### src/rtl/pattern_detector_pkg.sv
// Shared types and helpers for the serial pattern detector.
package pattern_detector_pkg;

  // Detector FSM state; the encoding is visible on the state output port.
  typedef enum logic [1:0] {
    IDLE  = 2'b00,
    ARMED = 2'b01
  } state_t;

  // Largest pattern length any instance may be configured for.
  localparam int MAX_LEN_LIMIT = 16;

  // A pattern length is usable only when it is non-zero and fits the history.
  function automatic logic len_ok(input logic [31:0] len, input int max_len);
    logic ok;
    ok = (len != 32'd0) && (len <= 32'(max_len));
    return ok;
  endfunction

endpackage

### src/rtl/pattern_detector_history.sv
// History shift register plus count of usable (valid) history bits.
module pd_history
  import pattern_detector_pkg::*;
#(
  parameter int MAX_LEN = 8,
  parameter int FW      = $clog2(MAX_LEN + 1)
) (
  input  logic               clk,
  input  logic               clr,
  input  logic               flush,    // forget all history (pattern reload)
  input  logic               shift,    // accept x as the newest bit
  input  logic               x,
  input  logic               restart,  // non-overlapping match: matched bits become unusable
  output logic [MAX_LEN-1:0] hist,
  output logic [FW-1:0]      fill
);

  localparam logic [FW-1:0] FILL_MAX = FW'(MAX_LEN);

  logic [FW-1:0] fill_next;

  // Next fill value for an accepted bit: restart on a consumed match, else saturating increment.
  always_comb begin
    fill_next = fill;
    if (restart) begin
      fill_next = {FW{1'b0}};
    end else if (fill == FILL_MAX) begin
      fill_next = FILL_MAX;
    end else begin
      fill_next = fill + {{(FW-1){1'b0}}, 1'b1};
    end
  end

  // History and fill registers; hist[0] always holds the newest accepted bit.
  always_ff @(posedge clk or posedge clr) begin
    if (clr) begin
      hist <= {MAX_LEN{1'b0}};
      fill <= {FW{1'b0}};
    end else if (flush) begin
      hist <= {MAX_LEN{1'b0}};
      fill <= {FW{1'b0}};
    end else if (shift) begin
      hist <= {hist[MAX_LEN-2:0], x};
      fill <= fill_next;
    end
  end

endmodule

### src/rtl/pattern_detector.sv
// Serial pattern detector: programmable pattern/length, overlapping or
// non-overlapping detection, registered match pulse and saturating counter.
module pattern_detector
  import pattern_detector_pkg::*;
#(
  parameter int MAX_LEN = 8,
  parameter int CNT_W   = 8
) (
  input  logic                         clk,
  input  logic                         clr,
  input  logic                         x,
  input  logic                         x_valid,
  input  logic                         load,
  input  logic [MAX_LEN-1:0]           pattern,
  input  logic [$clog2(MAX_LEN+1)-1:0] pat_len,
  input  logic                         overlap,
  output logic                         y,
  output logic [CNT_W-1:0]             match_count,
  output logic [$clog2(MAX_LEN+1)-1:0] fill,
  output logic [1:0]                   state
);

  localparam int LW = $clog2(MAX_LEN + 1);

  state_t             state_q;
  state_t             state_d;
  logic [MAX_LEN-1:0] pat_r;
  logic [LW-1:0]      len_r;
  logic               ovl_r;
  logic [MAX_LEN-1:0] hist;
  logic               len_valid;
  logic               accept;
  logic [MAX_LEN:0]   window;
  logic [MAX_LEN:0]   mask;
  logic               bits_eq;
  logic               fill_ok;
  logic               match;

  assign state     = state_q;
  assign len_valid = len_ok(32'(pat_len), MAX_LEN);

  // A bit is taken only while armed, when valid, and when no reload competes for the edge.
  assign accept = (state_q == ARMED) && x_valid && !load;

  // Compare the newest len_r bits of {hist, x}; pattern MSB (oldest) lines up with window[len_r-1].
  always_comb begin
    window  = {hist, x};
    mask    = ({{MAX_LEN{1'b0}}, 1'b1} << len_r) - {{MAX_LEN{1'b0}}, 1'b1};
    bits_eq = ((window ^ {1'b0, pat_r}) & mask) == {(MAX_LEN+1){1'b0}};
    fill_ok = ({1'b0, fill} + {{LW{1'b0}}, 1'b1}) >= {1'b0, len_r};
    match   = accept && bits_eq && fill_ok;
  end

  // Next-state logic: every load decides the state, anything else holds it.
  always_comb begin
    state_d = state_q;
    case (state_q)
      IDLE: begin
        if (load && len_valid) begin
          state_d = ARMED;
        end else begin
          state_d = IDLE;
        end
      end
      ARMED: begin
        if (load && !len_valid) begin
          state_d = IDLE;
        end else begin
          state_d = ARMED;
        end
      end
      default: begin
        state_d = IDLE;
      end
    endcase
  end

  // State register.
  always_ff @(posedge clk or posedge clr) begin
    if (clr) begin
      state_q <= IDLE;
    end else begin
      state_q <= state_d;
    end
  end

  // Shadow copies of the configuration; an invalid load leaves them untouched.
  always_ff @(posedge clk or posedge clr) begin
    if (clr) begin
      pat_r <= {MAX_LEN{1'b0}};
      len_r <= {LW{1'b0}};
      ovl_r <= 1'b0;
    end else if (load && len_valid) begin
      pat_r <= pattern;
      len_r <= pat_len;
      ovl_r <= overlap;
    end
  end

  // Match pulse and saturating match counter; a load restarts both.
  always_ff @(posedge clk or posedge clr) begin
    if (clr) begin
      y           <= 1'b0;
      match_count <= {CNT_W{1'b0}};
    end else if (load) begin
      y           <= 1'b0;
      match_count <= {CNT_W{1'b0}};
    end else begin
      y <= match;
      if (match && (match_count != {CNT_W{1'b1}})) begin
        match_count <= match_count + {{(CNT_W-1){1'b0}}, 1'b1};
      end
    end
  end

  pd_history #(
    .MAX_LEN (MAX_LEN),
    .FW      (LW)
  ) u_history (
    .clk     (clk),
    .clr     (clr),
    .flush   (load),
    .shift   (accept),
    .x       (x),
    .restart (match && !ovl_r),
    .hist    (hist),
    .fill    (fill)
  );

endmodule

### config.mk
export PLATFORM = sky130hd
export DESIGN_NAME = pattern_detector
export DESIGN_NICKNAME = d
export VERILOG_FILES = /design/src/rtl/pattern_detector_pkg.sv /design/src/rtl/pattern_detector_history.sv /design/src/rtl/pattern_detector.sv
export SDC_FILE = /design/constraint.sdc
export NUM_CORES = 1
export LEC_CHECK = 0
export CORE_ASPECT_RATIO = 0.7
export CORE_MARGIN = 5
export CORE_UTILIZATION = 45
export CTS_CLUSTER_SIZE = 16
export DETAILED_ROUTE_END_ITERATION = 6
export PLACE_DENSITY = 0.69
export SLEW_MARGIN = 20
export SYNTH_ARGS = -nofsm -noshare
export SYNTH_HDL_FRONTEND = slang
export SYNTH_SLANG_ARGS = --single-unit
export TNS_END_PERCENT = 20
### constraint.sdc
create_clock -name clk -period 8.62 [get_ports clk]
set_clock_uncertainty 0.05 [all_clocks]
set_input_delay 1.293 -clock clk [delete_from_list [all_inputs] [get_ports clk]]
set_output_delay 1.293 -clock clk [all_outputs]
set_load 0.01 [all_outputs]
==> impl_metrics.py <==
metrics = {
    "run_status": {
        "outcome": "completed",
    },
    "clocking": {
        "ctsResizeCount": 0,
        "cts_tree": "built",
        "clkLatencyLatePin_ns": 0.28,
        "cts_hold_buf": 0,
        "numCtsBuffers": 5,
        "clock_sinks": 35,
        "clk_pin_slew_ns": 0.07,
        "postCtsSetupRepairBufs": 0,
        "htreeDepth": 2,
        "cts-root-buf": "clkbuf_8",
        "cts_buffer_depth": 2,
    },
    "detailed_routing": {
        "drt_iter0_drc": 159,
        "drc": 0,
        "num_vias": 1677,
        "routed_wl_um": 4500,
        "routed_via_density": 5.78,
        "ant_nets": 0,
        "drt-pass1-iter-count": 4,
        "wl_per_cell_um": 15.5,
    },
    "global_routing": {
        "grt_start_max_net_pins": 36,
        "grt_pass1_wl_um": 7820,
        "gr-total-overflow": 0,
        "antenna_found_initial": 0,
        "grt_usage": 0.159,
        "grt_pass1_vias": 1568,
    },
    "final_layout": {
        "post_route_cells_drive_above_1_share": 0.119,
        "layout_commonest_cell": "dfrtp_1",
        "final_cell_mix": "35 x dfrtp_1, 31 x clkdlybuf4s50_1, 15 x mux2_2",
        "n_antenna_cell": 0,
        "fin_area_um2": 2540,
        "finalNetCount": 260,
        "multiInputGateArea_um2": 1120,
        "area_growth_pct": 22.0,
        "fillCellCount": 379,
        "ff_latch_area_um2": 876,
    },
    "worst_hold_path": {
        "min_path_cells": 1,
        "hold_class": "reg -> reg",
        "hold_end": "pat_r[3]$_DFFE_PP0P_",
        "hp-start": "pat_r[3]$_DFFE_PP0P_",
    },
    "yosys": {
        "synth_warnings": 0,
        "ys_seq_elements": 35,
        "synth_cell_types": 48,
        "syn_nets": 232,
        "synthesis.area_um2": 2080,
        "synth-edff-count": 0,
        "avgSynthCellArea_um2": 10.1,
        "async_flop_share": 1.00,
        "ys.flop_type": "dfrtp_1",
        "yosysSeqAreaShare": 0.421,
        "synthCells": 206,
    },
    "setup_path": {
        "reg2reg_from": "len_r[3]$_DFFE_PP0P_",
        "rrSetupSlack_ns": 5.15,
        "cp_max_fo": 16,
        "start_kind": "input port",
        "critPathCaptureType": "register",
        "worst-setup-path-type": "in -> reg",
        "startpoint": "load",
        "r2r-end": "u_history.fill[1]$_DFFE_PP0P_",
        "cp.arrival_ns": 4.05,
        "critPathRequiredTime_ns": 8.69,
        "r2r.worst_path.cells": 7,
    },
    "floorplan": {
        "fp.coreArea_um2": 4400,
        "die_x_um": 91.3,
        "chipHeight_um": 66.9,
        "initial_core_util": 0.472,
        "die_area_um2": 6110,
        "fp-row-count": 20,
        "io_pins": 33,
    },
    "timing": {
        "tightest_slew_ns": 0.955,
        "setup-tns-final_ns": 0,
        "final_max_slew_viol_count": 0,
        "timing_hold_violations_final": 0,
        "fin_ws_ns": 4.64,
        "period_share": 0.461,
        "rsz0062_at_grt": "no",
        "relSlewSlack": 0.363,
        "setup_viol": 0,
        "fin_crit_ns": 3.98,
        "fmax_ghz": 0.252,
    },
    "power": {
        "powerDensity_nw_per_um2": 175,
        "p_leak_nw": 1.05,
        "peakVddDrop_v": 0.000125,
    },
    "flow_run": {
        "max_cap_viol_count": 0,
    },
    "place": {
        "dp_slack_ns": 4.38,
        "gp_congestion": 0.919,
        "post_dp_cell_area_um2": 2420,
        "port_buffers": 31,
        "place_hpwl_um": 3360,
    },
}
==> power by group <==
group	switching [mW]	internal [mW]	total [mW]
Combinational	0.0511	0.0464	0.0974
Clock	0.0570	0.0935	0.151
Sequential	0.0198	0.177	0.197
Total	0.128	0.317	0.445
==> logic make-up (layout without fill, tap and decap cells) <==
family / count (synthesis) / in the layout / synth area share
AND/OR/NAND/NOR: 70 / 70 / 0.196
XOR/XNOR: 12 / 12 / 0.0505
multiplexers: 16 / 16 / 0.0860
buffers and inverters: 20 / 49 / 0.0385
flip-flops: 35 / 35 / 0.421
other: 1 / 1 / 0.00180
adder cells (fa/ha/maj): 8 / 8 / 0.0481
AO/OA/AOI/OAI: 44 / 44 / 0.158
==> how the worst max path moves through the flow <==
stage,endpoint,slack (ns),cells past startpoint
6_report,u_history.fill[1]$_DFFE_PP0P_,4.64,7
5_1_grt,u_history.fill[1]$_DFFE_PP0P_,4.41,7
4_1_cts,u_history.fill[1]$_DFFE_PP0P_,4.62,7
3_5_place_dp,u_history.fill[2]$_DFFE_PP0P_,4.38,7
3_3_place_gp,match_count[5]$_DFFE_PP0P_,4.49,7
2_1_floorplan,match_count[5]$_DFFE_PP0P_,5.72,6
==> cells in the mapped netlist (all sizes together), types with 5 or more instances <==
master	instances	area, µm²
a21oi	5	25.0
a22o	8	70.1
o21ai	11	55.1
ha	8	100
xnor2	5	43.8
inv	9	33.8
nand3	12	60.1
nor2	11	41.3
mux2	15	169
nand2	12	45.0
xor2	7	61.3
clkbuf	8	30.0
dfrtp	35	876
nor3	5	25.0
==> area by class of cell <==
cell class | count | share of cell area
Clock inverter | 2 | 0.0138
Clock buffer | 6 | 0.0325
Multi-Input combinational cell | 151 | 0.443
Inverter | 9 | 0.0133
Timing Repair Buffer | 32 | 0.125
Sequential cell | 35 | 0.345
Tap cell | 55 | 0.0271
==> state kept, by name (all words and copies together) (netlist names), named ones only <==
register and flops:
len_r 4, match_count 8, ovl_r 1, pat_r 8, u_history.fill 4, u_history.hist 8
y 1
==> worst max-delay path: stages <==
cell	delay (ns)
clkdlybuf4s50_1	0.68
and3b_1	0.56
o21ai_0	0.23
a2111oi_4	0.31
nand4_4	0.20
nor4b_1	0.54
o21ai_0	0.21
==> per-stage QoR <==
stage	instances	util	hold WS (ns)	total power [mW]
6_report	290	0.576	0.477	0.445
4_1_cts	290	0.576	0.482	0.446
2_1_floorplan	206	-	0.445	0.268
3_5_place_dp	282	0.550	0.468	0.295
3_3_place_gp	282	0.550	0.462	0.294
5_1_grt	290	0.576	0.503	0.467
==> layer usage <==
layer	wire [µm]	track usage	vias up
met5	0	0	-
met4	40	0.0458	0
met3	339	0.0372	4
met2	1820	0.210	50
met1	2290	0.250	801
li1	-	-	822
Note: power is estimated with default switching activity, not from simulation.
